## config.mk

```make
export PLATFORM = sky130hd
export DESIGN_NAME = uart_mmio_tx
export DESIGN_NICKNAME = d
export VERILOG_FILES = /design/src/rtl/uart_pkg.sv /design/src/rtl/sync_fifo.sv /design/src/rtl/uart_mmio_tx.sv
export SDC_FILE = /design/constraint.sdc
export NUM_CORES = 1
export LEC_CHECK = 0
export CAP_MARGIN = 5
export CORE_ASPECT_RATIO = 0.9
export CORE_MARGIN = 2
export CORE_UTILIZATION = 45
export CTS_BUF_LIST = sky130_fd_sc_hd__clkbuf_16
export CTS_CLUSTER_SIZE = 25
export DETAILED_ROUTE_END_ITERATION = 12
export GPL_TIMING_DRIVEN = 0
export PLACE_DENSITY = 0.79
export SKIP_CTS_REPAIR_TIMING = 1
export SYNTH_ARGS = -nofsm -noshare
export SYNTH_HDL_FRONTEND = slang
export SYNTH_HIERARCHICAL = 1
export SYNTH_SLANG_ARGS = --single-unit
```

## constraint.sdc

```tcl
create_clock -name clk -period 4.1 [get_ports clk]
set_input_delay 0.82 -clock clk [delete_from_list [all_inputs] [get_ports clk]]
set_output_delay 0.82 -clock clk [all_outputs]
set_load 0.01 [all_outputs]
```

## src/rtl/uart_pkg.sv

```systemverilog
// Shared definitions for the memory-mapped UART blocks.
package uart_pkg;

  typedef enum logic [1:0] {
    IDLE  = 2'd0,
    START = 2'd1,
    DATA  = 2'd2,
    STOP  = 2'd3
  } tx_state_t;

  localparam int unsigned UART_DATA_OFS = 0;
  localparam int unsigned UART_STAT_OFS = 4;

  // Status register layout
  localparam int unsigned STAT_BUSY_BIT  = 0;
  localparam int unsigned STAT_FULL_BIT  = 1;
  localparam int unsigned STAT_EMPTY_BIT = 2;
  localparam int unsigned STAT_COUNT_LSB = 4;

  localparam int unsigned UART_DATA_BITS = 8;

endpackage

```

## src/rtl/sync_fifo.sv

```systemverilog
// Single-clock FIFO with extra-MSB pointers; shared by the UART TX and RX paths.
module sync_fifo
  import uart_pkg::*;
#(
  parameter int unsigned WIDTH = 8,
  parameter int unsigned DEPTH = 16
) (
  input  logic                     clk,
  input  logic                     rst_n,
  input  logic                     i_push,
  input  logic [WIDTH-1:0]         i_wdata,
  input  logic                     i_pop,
  output logic [WIDTH-1:0]         o_rdata,
  output logic                     o_full,
  output logic                     o_empty,
  output logic [$clog2(DEPTH):0]   o_count
);

  localparam int unsigned AW = $clog2(DEPTH);

  logic [WIDTH-1:0] r_mem [DEPTH];
  logic [AW:0]      r_wr_ptr;
  logic [AW:0]      r_rd_ptr;
  logic             w_push;
  logic             w_pop;

  assign w_push = i_push & ~o_full;
  assign w_pop  = i_pop & ~o_empty;

  always_ff @(posedge clk or negedge rst_n) begin
    if (!rst_n) begin
      r_wr_ptr <= '0;
      r_rd_ptr <= '0;
    end else begin
      if (w_push) r_wr_ptr <= r_wr_ptr + 1'b1;
      if (w_pop)  r_rd_ptr <= r_rd_ptr + 1'b1;
    end
  end

  always_ff @(posedge clk) begin
    if (w_push) r_mem[r_wr_ptr[AW-1:0]] <= i_wdata;
  end

  assign o_rdata = r_mem[r_rd_ptr[AW-1:0]];
  assign o_count = r_wr_ptr - r_rd_ptr;
  assign o_empty = (r_wr_ptr == r_rd_ptr);
  // Same slot with differing wrap bit means the writer is a full lap ahead
  assign o_full  = (r_wr_ptr[AW] != r_rd_ptr[AW]) &&
                   (r_wr_ptr[AW-1:0] == r_rd_ptr[AW-1:0]);

endmodule

```

## src/rtl/uart_mmio_tx.sv

```systemverilog
// Memory-mapped 8N1 UART transmitter sitting between the core data port and Memory.
module uart_mmio_tx
  import uart_pkg::*;
#(
  parameter int unsigned          WORD_LEN   = 32,
  parameter int unsigned          CLK_DIV    = 78,
  parameter int unsigned          FIFO_DEPTH = 16,
  parameter logic [WORD_LEN-1:0]  UART_BASE  = 32'hFFFF_FF00
) (
  input  logic                clk,
  input  logic                rst_n,
  input  logic [WORD_LEN-1:0] core_d_addr,
  input  logic                core_wen,
  input  logic [WORD_LEN-1:0] core_wmask,
  input  logic [WORD_LEN-1:0] core_wdata,
  output logic [WORD_LEN-1:0] core_rdata,
  output logic                core_ready,
  output logic [WORD_LEN-1:0] mem_d_addr,
  output logic                mem_wen,
  output logic [WORD_LEN-1:0] mem_wmask,
  output logic [WORD_LEN-1:0] mem_wdata,
  input  logic [WORD_LEN-1:0] mem_rdata,
  input  logic                mem_ready,
  output logic                txd,
  output logic                tx_busy
);

  localparam int unsigned BAUD_W = $clog2(CLK_DIV);
  localparam int unsigned CNT_W  = $clog2(FIFO_DEPTH) + 1;

  localparam logic [WORD_LEN-1:0] L_DATA_ADDR = UART_BASE + WORD_LEN'(UART_DATA_OFS);
  localparam logic [WORD_LEN-1:0] L_STAT_ADDR = UART_BASE + WORD_LEN'(UART_STAT_OFS);
  localparam logic [BAUD_W-1:0]   L_BAUD_TERM = BAUD_W'(CLK_DIV - 1);

  tx_state_t                     r_state;
  logic [UART_DATA_BITS-1:0]     r_shreg;
  logic [2:0]                    r_bit_idx;
  logic [BAUD_W-1:0]             r_baud;

  logic                          w_hit_data;
  logic                          w_hit_stat;
  logic                          w_hit;
  logic                          w_push;
  logic                          w_pop;
  logic                          w_baud_done;
  logic                          w_fifo_full;
  logic                          w_fifo_empty;
  logic [CNT_W-1:0]              w_fifo_count;
  logic [UART_DATA_BITS-1:0]     w_fifo_rdata;
  logic [WORD_LEN-1:0]           w_status;

  assign w_hit_data = (core_d_addr == L_DATA_ADDR);
  assign w_hit_stat = (core_d_addr == L_STAT_ADDR);
  assign w_hit      = w_hit_data | w_hit_stat;

  assign mem_d_addr = core_d_addr;
  assign mem_wmask  = core_wmask;
  assign mem_wdata  = core_wdata;
  assign mem_wen    = core_wen & ~w_hit;

  // A full FIFO stalls the push even when the serializer pops in the same cycle
  assign w_push = core_wen & w_hit_data & ~w_fifo_full;

  assign w_baud_done = (r_baud == L_BAUD_TERM);
  assign w_pop = ~w_fifo_empty &
                 ((r_state == IDLE) | ((r_state == STOP) & w_baud_done));

  assign tx_busy = (r_state != IDLE) | ~w_fifo_empty;

  sync_fifo #(
    .WIDTH (UART_DATA_BITS),
    .DEPTH (FIFO_DEPTH)
  ) u_tx_fifo (
    .clk     (clk),
    .rst_n   (rst_n),
    .i_push  (w_push),
    .i_wdata (core_wdata[UART_DATA_BITS-1:0]),
    .i_pop   (w_pop),
    .o_rdata (w_fifo_rdata),
    .o_full  (w_fifo_full),
    .o_empty (w_fifo_empty),
    .o_count (w_fifo_count)
  );

  always_comb begin
    w_status                            = '0;
    w_status[STAT_BUSY_BIT]             = tx_busy;
    w_status[STAT_FULL_BIT]             = w_fifo_full;
    w_status[STAT_EMPTY_BIT]            = w_fifo_empty;
    w_status[STAT_COUNT_LSB +: CNT_W]   = w_fifo_count;
  end

  always_comb begin
    core_rdata = mem_rdata;
    core_ready = mem_ready;
    if (w_hit_stat) begin
      core_rdata = w_status;
      core_ready = 1'b1;
    end else if (w_hit_data) begin
      core_rdata = '0;
      core_ready = core_wen ? ~w_fifo_full : 1'b1;
    end
  end

  always_comb begin
    case (r_state)
      START:   txd = 1'b0;
      DATA:    txd = r_shreg[0];
      default: txd = 1'b1;
    endcase
  end

  always_ff @(posedge clk or negedge rst_n) begin
    if (!rst_n) begin
      r_state   <= IDLE;
      r_shreg   <= '0;
      r_bit_idx <= '0;
      r_baud    <= '0;
    end else begin
      case (r_state)
        IDLE: begin
          r_baud <= '0;
          if (w_pop) begin
            r_shreg <= w_fifo_rdata;
            r_state <= START;
          end
        end
        START: begin
          if (w_baud_done) begin
            r_baud    <= '0;
            r_bit_idx <= '0;
            r_state   <= DATA;
          end else begin
            r_baud <= r_baud + 1'b1;
          end
        end
        DATA: begin
          if (w_baud_done) begin
            r_baud    <= '0;
            r_shreg   <= r_shreg >> 1;
            r_bit_idx <= r_bit_idx + 1'b1;
            if (r_bit_idx == 3'd7) r_state <= STOP;
          end else begin
            r_baud <= r_baud + 1'b1;
          end
        end
        STOP: begin
          if (w_baud_done) begin
            r_baud <= '0;
            // Chain straight into the next start bit for a zero-gap stream
            if (w_pop) begin
              r_shreg <= w_fifo_rdata;
              r_state <= START;
            end else begin
              r_state <= IDLE;
            end
          end else begin
            r_baud <= r_baud + 1'b1;
          end
        end
        default: r_state <= IDLE;
      endcase
    end
  end

endmodule

```

=== Yosys cells after proc, flatten, opt, wreduce, memory -nomap -nowiden ===
Memory sizes are Yosys's and may differ from the RTL's.
Index checks and enable logic that the tools add are counted.
Widths: inputs -> output; s select.

* Bitwise operators: 13
* Equal/unequal tests: 15
* Mux-type cells: 24
* Reductions and logical operators: 9
* Add/subtract/negate cells: 5

{| class="wikitable"
|+ Operators by type and width
! kind !! number
|-
| $eq 32x32->1 const B || 2
|-
| $mux 32 || 2
|-
| $mux 8 || 3
|-
| $pmux 8 s3 || 1
|-
| $pmux 7 s2 || 1
|-
| $add 5x1->5 const B || 2
|-
| $mux 2 || 5
|-
| $ne 2x2->1 const B || 4
|-
| $pmux 2 s4 || 1
|-
| $add 7x1->7 const B || 1
|-
| $and 1x1->1 || 7
|-
| $eq 7x7->1 const B || 1
|-
| $mux 7 || 1
|-
| $mux 1 || 6
|-
| $mux 3 || 2
|-
| $pmux 3 s2 || 1
|-
| $reduce_and 3->1 || 2
|-
| $eq 5x5->1 || 1
|-
| $reduce_and 5->1 || 1
|-
| $sub 5x5->5 || 1
|-
| $eq 2x2->1 const B || 2
|-
| $eq 4x4->1 || 1
|-
| $reduce_bool 2->1 || 2
|-
| $add 3x1->3 const B || 1
|-
| 11 further kinds || 15
|}

* Bits in registers: 30
* Logic and storage cells: 73
* Memory bits (writable): 128
* Memories: 1

{| class="wikitable"
|+ Memory list
! memory !! depth !! width !! rd ports !! clocked after memory_dff !! wr ports !! RTL line !! text
|-
| u_tx_fifo.r_mem || 16 || 8 || 1 || 0 || 1 || sync_fifo.sv:21 || <nowiki>logic [WIDTH-1:0] r_mem [DEPTH];</nowiki>
|}

=== Longest topological paths before layout ===
* Word-level depth: 7
* Gate-level depth with buffers: 11
* Gate-level depth less buffers: 9

=== By module ===
Netlist, hierarchy kept.

{| class="wikitable"
|+ By module, submodules not included
! module !! area an instance (sq um) !! times used !! seq. area each (sq um) !! cells an instance
|-
| sync_fifo || 5743.0 || 1 || 4093.9 || 316
|-
| uart_mmio_tx || 2287.2 || 1 || 500.5 || 261
|}

=== Worst setup path before layout ===
OpenSTA, ideal clock, no wires.

* Path kind: input port to flip-flop
* Start: in core_d_addr[3]
* End: mem u_tx_fifo.r_mem[3][0], enable pin
* Cell stages on the path: 8
* Arrival: 2.883 ns
* Slack: 0.833 ns
* Setup time: 0.383 ns
* Path buffers: 1
* Cell sequence: nand4b_1 nor4_2 nand4_4 nor4b_1 o21a_1 buf_2 nand2_1 nor3_1

* Longest elaborated chain between the ends: 6

{| class="wikitable"
|+ RTL lines
! item !! RTL line !! text
|-
| start: declaration || uart_mmio_tx.sv:12 || <nowiki>input logic [WORD_LEN-1:0] core_d_addr,</nowiki>
|-
| $eq 32x32->1 || uart_mmio_tx.sv:52 || <nowiki>assign w_hit_data = (core_d_addr == L_DATA_ADDR);</nowiki>
|-
| $and 1x1->1 (2 in series) || uart_mmio_tx.sv:62 || <nowiki>assign w_push = core_wen & w_hit_data & ~w_fifo_full;</nowiki>
|-
| named net w_push || uart_mmio_tx.sv:43 || <nowiki>logic w_push;</nowiki>
|-
| $and 1x1->1 || sync_fifo.sv:27 || <nowiki>assign w_push = i_push & ~o_full;</nowiki>
|-
| $mux 1 || sync_fifo.sv:41 || <nowiki>if (w_push) r_mem[r_wr_ptr[AW-1:0]] <= i_wdata;</nowiki>
|-
| $mux 1 (not written as such) || sync_fifo.sv:41 ||
|-
| end: declaration || sync_fifo.sv:21 ||
|}

The timed path passes the listed nets, and every way through them passes these cells.

=== Final worst setup path ===
* Start: reg u_tx_fifo.r_rd_ptr[3]
* End: out core_rdata[0]

* Longest elaborated chain between the ends: 4

{| class="wikitable"
|+ RTL lines
! item !! RTL line !! text
|-
| start: declaration || sync_fifo.sv:23 || <nowiki>logic [AW:0] r_rd_ptr;</nowiki>
|-
| start signal: assignment || sync_fifo.sv:36 || <nowiki>if (w_pop) r_rd_ptr <= r_rd_ptr + 1'b1;</nowiki>
|-
| $eq 5x5->1 || sync_fifo.sv:46 || <nowiki>assign o_empty = (r_wr_ptr == r_rd_ptr);</nowiki>
|-
| named net w_fifo_empty || uart_mmio_tx.sv:47 || <nowiki>logic w_fifo_empty;</nowiki>
|-
| $not 1->1 || uart_mmio_tx.sv:68 || <nowiki>assign tx_busy = (r_state != IDLE) | ~w_fifo_empty;</nowiki>
|-
| $or 1x1->1 || uart_mmio_tx.sv:68 ||
|-
| $mux 32 || uart_mmio_tx.sv:96 || <nowiki>if (w_hit_stat) begin</nowiki>
|-
| end: declaration || uart_mmio_tx.sv:16 || <nowiki>output logic [WORD_LEN-1:0] core_rdata,</nowiki>
|}

The timed path passes the listed nets, and every way through them passes these cells.

==> impl_metrics.csv <==
group,metric,value,unit
outcome,outcome,"complete, no violations",
logic_synthesis,seq_area_frac_synth,57.2,%
logic_synthesis,synth_top_family_by_area,"buffers and inverters",
power_and_ir_drop,power_leakage,4.38,nW
sta,setup_ws,190,ps
logic_synthesis,synthMuxAreaShare,11.9,%
power_and_ir_drop,vdd_drop_max,0.000369,V
clock_tree,cts_buffer_depth,2,
critical_path,cp_max_fo,9,
placement,dpl.hpwl,17700,µm
layout,antenna_cells,0,
flow_run,cap_violations,0,
logic_synthesis,synth_seq_cells,158,
logic_synthesis,synth_edf_count,128,
route,route.detailed.drc,0,
floorplan,coreArea,0.0176,mm²
layout,area_growth,36.6,%
logic_synthesis,ys.flop_type,"edfxtp_1",
sta,relSlewSlack,42.0,%
logic_synthesis,synth_nets,728,
logic_synthesis,synth_adder_area_share,3.05,%
layout,fill_cells,1361,
critical_path,cp.required,3280,ps
logic_synthesis,synth_area_per_cell,13.9,µm²
logic_synthesis,synth-simple-area-share,7.93,%
placement,dpl_cell_area,0.0104,mm²
logic_synthesis,synth_area_leaders,"edfxtp_1, dfrtp_1, buf_4, mux2i_1, mux4_2",
logic_synthesis,synth_warnings,6,
critical_path,r2r_start,"u_tx_fifo/r_rd_ptr[3]$_DFFE_PN0P_",
critical_path,critPathArrivalTime,3090,ps
sta,hold_viol_final,0,
global_route,grt_pass1_wl,32400,µm
route,drt_wl_total,23000,µm
route,wl_per_cell,21.7,µm
sta,rsz0062_at_grt,"false",
sta,slew_violations,0,
sta,fin_skew,7.32,ps
logic_synthesis,yosysTopAreaCell,"edfxtp_1",
logic_synthesis,synth.most_common_cell,"edfxtp_1",
floorplan,start_util,45.7,%
clock_tree,htreeDepth,4,
logic_synthesis,async_flop_share,19.0,%
clock_tree,cts_tree,"done",
global_route,antenna_found_initial,1,
floorplan,design.die.area,0.0189,mm²
floorplan,die_y,131,µm
clock_tree,cts_made_buffers,17,
critical_path,reg2regPathDepth,10,
worst_hold_path,hp-class,"reg2reg",
placement,dp_slack,-391,ps
critical_path,setup.worst_path.class,"reg2out",
sta,fin_setup_tns,0,ps
clock_tree,insertion_delay,420,ps
power_and_ir_drop,p_per_area,321,mW/mm²
route,drt-pass1-iter-count,5,
sta,setup_violations,0,
route,drtIter0Drc,444,
logic_synthesis,yosysUniqueCellTypes,53,
route,viasPerCell,5.06,
floorplan,die_width,145,µm
sta,worstMarginPinSlew,868,ps
clock_tree,cts.reportedPaths.clkPinSlew,60,ps
critical_path,cp-start-kind,"flop",
global_route,grt_use_total,24.3,%
layout,layout-drive-gt1-share,24.9,%
global_route,grt_max_degree,19,
route,ant_nets,0,
logic_synthesis,synth_cells,577,
logic_synthesis,synth_xor_xnor_area_share,1.95,%
critical_path,ff2ff_setup_slack,760,ps
sta,fin_crit_sh,95.4,%
logic_synthesis,yosysTopAreaCellShare,47.9,%
sta,clock.fmax,0.256,GHz
critical_path,crit_start,"u_tx_fifo/r_rd_ptr[3]$_DFFE_PN0P_",
logic_synthesis,synth_compound_area_share,5.70,%
sta,fin_crit,3910,ps
layout,nets,957,
global_route,grt_pass1_vias,5288,
global_route,overflow,0,
layout,final_cell_area,0.0110,mm²
logic_synthesis,syn_area,0.00803,mm²
critical_path,end_kind,"output pin",
placement,gp_congestion,0.885,
clock_tree,cts_root_buffer,"clkbuf_16",
floorplan,rows,46,
critical_path,critPathCapture,"core_rdata[0]",
floorplan,ios,264,
placement,numPortBuffers,206,
clock_tree,cts.sinks,158,
route,vias,5354,
logic_synthesis,synthTopCellsByCount,"edfxtp_1, buf_4, mux2i_1",
critical_path,r2r_end,"u_tx_fifo/r_mem[0][7]$_DFFE_PP_",
[critical path, cell delays in order (launching register included)]
cell and delay [ps]:
dfrtp_1 340, clkinv_1 380, ha_1 500, and4_1 220
and2_1 220, nand2_1 190, nand2_1 70, mux2i_1 170
clkdlybuf4s50_1 570
[logic make-up (layout without fill, tap and decap cells)]
family / after synthesis / count (layout)
flip-flops: 158 / 158
buffers and inverters: 141 / 383
AND/OR/NAND/NOR: 117 / 117
multiplexers: 73 / 73
AO/OA/AOI/OAI: 52 / 52
adder cells (fa/ha/maj): 19 / 19
XOR/XNOR: 17 / 17
[how the worst min path moves through the flow]
stage / slack, ps / cells past startpoint / from / to
2_1_floorplan: 460 / 1 / r_bit_idx[0]$_DFFE_PN0P_ / r_bit_idx[0]$_DFFE_PN0P_
3_3_place_gp: 480 / 1 / r_bit_idx[1]$_DFFE_PN0P_ / r_bit_idx[1]$_DFFE_PN0P_
3_5_place_dp: 490 / 1 / r_bit_idx[2]$_DFFE_PN0P_ / r_bit_idx[2]$_DFFE_PN0P_
4_1_cts: 500 / 1 / r_bit_idx[2]$_DFFE_PN0P_ / r_bit_idx[2]$_DFFE_PN0P_
5_1_grt: 520 / 1 / r_bit_idx[2]$_DFFE_PN0P_ / r_bit_idx[2]$_DFFE_PN0P_
6_report: 500 / 1 / r_shreg[2]$_DFFE_PN0P_ / r_shreg[2]$_DFFE_PN0P_
[area by class of cell]
| cell class | instances | area, µm² | share of cell area [%] |
|---|---|---|---|
| sequential | 158 | 4590 | 41.9 |
| multi-input combinational | 278 | 2450 | 22.3 |
| timing repair buffer | 211 | 2110 | 19.2 |
| buffer | 120 | 908 | 8.28 |
| clock buffer | 17 | 425 | 3.88 |
| tap | 240 | 300 | 2.74 |
| clock inverter | 15 | 106 | 0.970 |
| inverter | 20 | 75.1 | 0.685 |
[layer usage]
metal	track usage, %	wire length [µm]
met3	5.76	1650
met1	31.7	9610
met4	7.20	428
met2	40.6	11300
met5	0	8
[registers in the layout, indices dropped and copies added (netlist names)]
register,cells
r_shreg,8
u_tx_fifo/r_rd_ptr,5
u_tx_fifo/r_wr_ptr,5
u_tx_fifo/r_mem,128
r_baud,7
r_state,2
r_bit_idx,3
[cells in the final DEF (no fill, tap or decap), types with 3 or more instances in the layout]
cell type,Yosys,layout
mux2i_1,40,40
clkbuf_16,0,17
clkbuf_4,0,4
nand4b_1,3,3
a22oi_1,8,8
mux2_2,17,17
clkinv_2,0,4
a21oi_1,3,3
and2_2,5,5
clkinv_1,1,5
clkbuf_1,4,3
ha_1,18,18
buf_4,97,97
clkdlybuf4s50_1,0,206
o21ai_0,12,12
buf_2,6,6
a221oi_1,7,7
nor2_1,23,23
and2_1,23,23
buf_6,9,9
xnor2_1,10,10
clkinvlp_4,0,5
a221oi_2,9,9
nand4_1,10,10
nand3_1,4,4
dfrtp_1,30,30
edfxtp_1,128,128
nand2_1,30,30
xor2_1,6,6
mux4_2,16,16
inv_1,19,20
nor2b_1,3,3
nor3_1,6,6
[where the power goes]
part | leakage, nW | switching, mW | internal (mW)
clock | 0.252 | 0.592 | 0.816
combinational | 2.61 | 0.141 | 0.238
sequential | 1.52 | 0.000000000681 | 1.74
total | 4.38 | 0.732 | 2.79
[metrics by stage]
stage / power, mW / hold WS, ps / utilization, % / cells
final: 3.52 / 501 / 62.5 / 1059
after global routing: 3.64 / 515 / 62.5 / 1059
after CTS: 3.55 / 501 / 62.3 / 1056
after detailed placement: 2.15 / 488 / 59.3 / 1024
after global placement: 2.15 / 482 / 59.2 / 1023
after floorplan: 1.89 / 463 / - / 577
No activity file was read; power rests on OpenSTA's default activity.
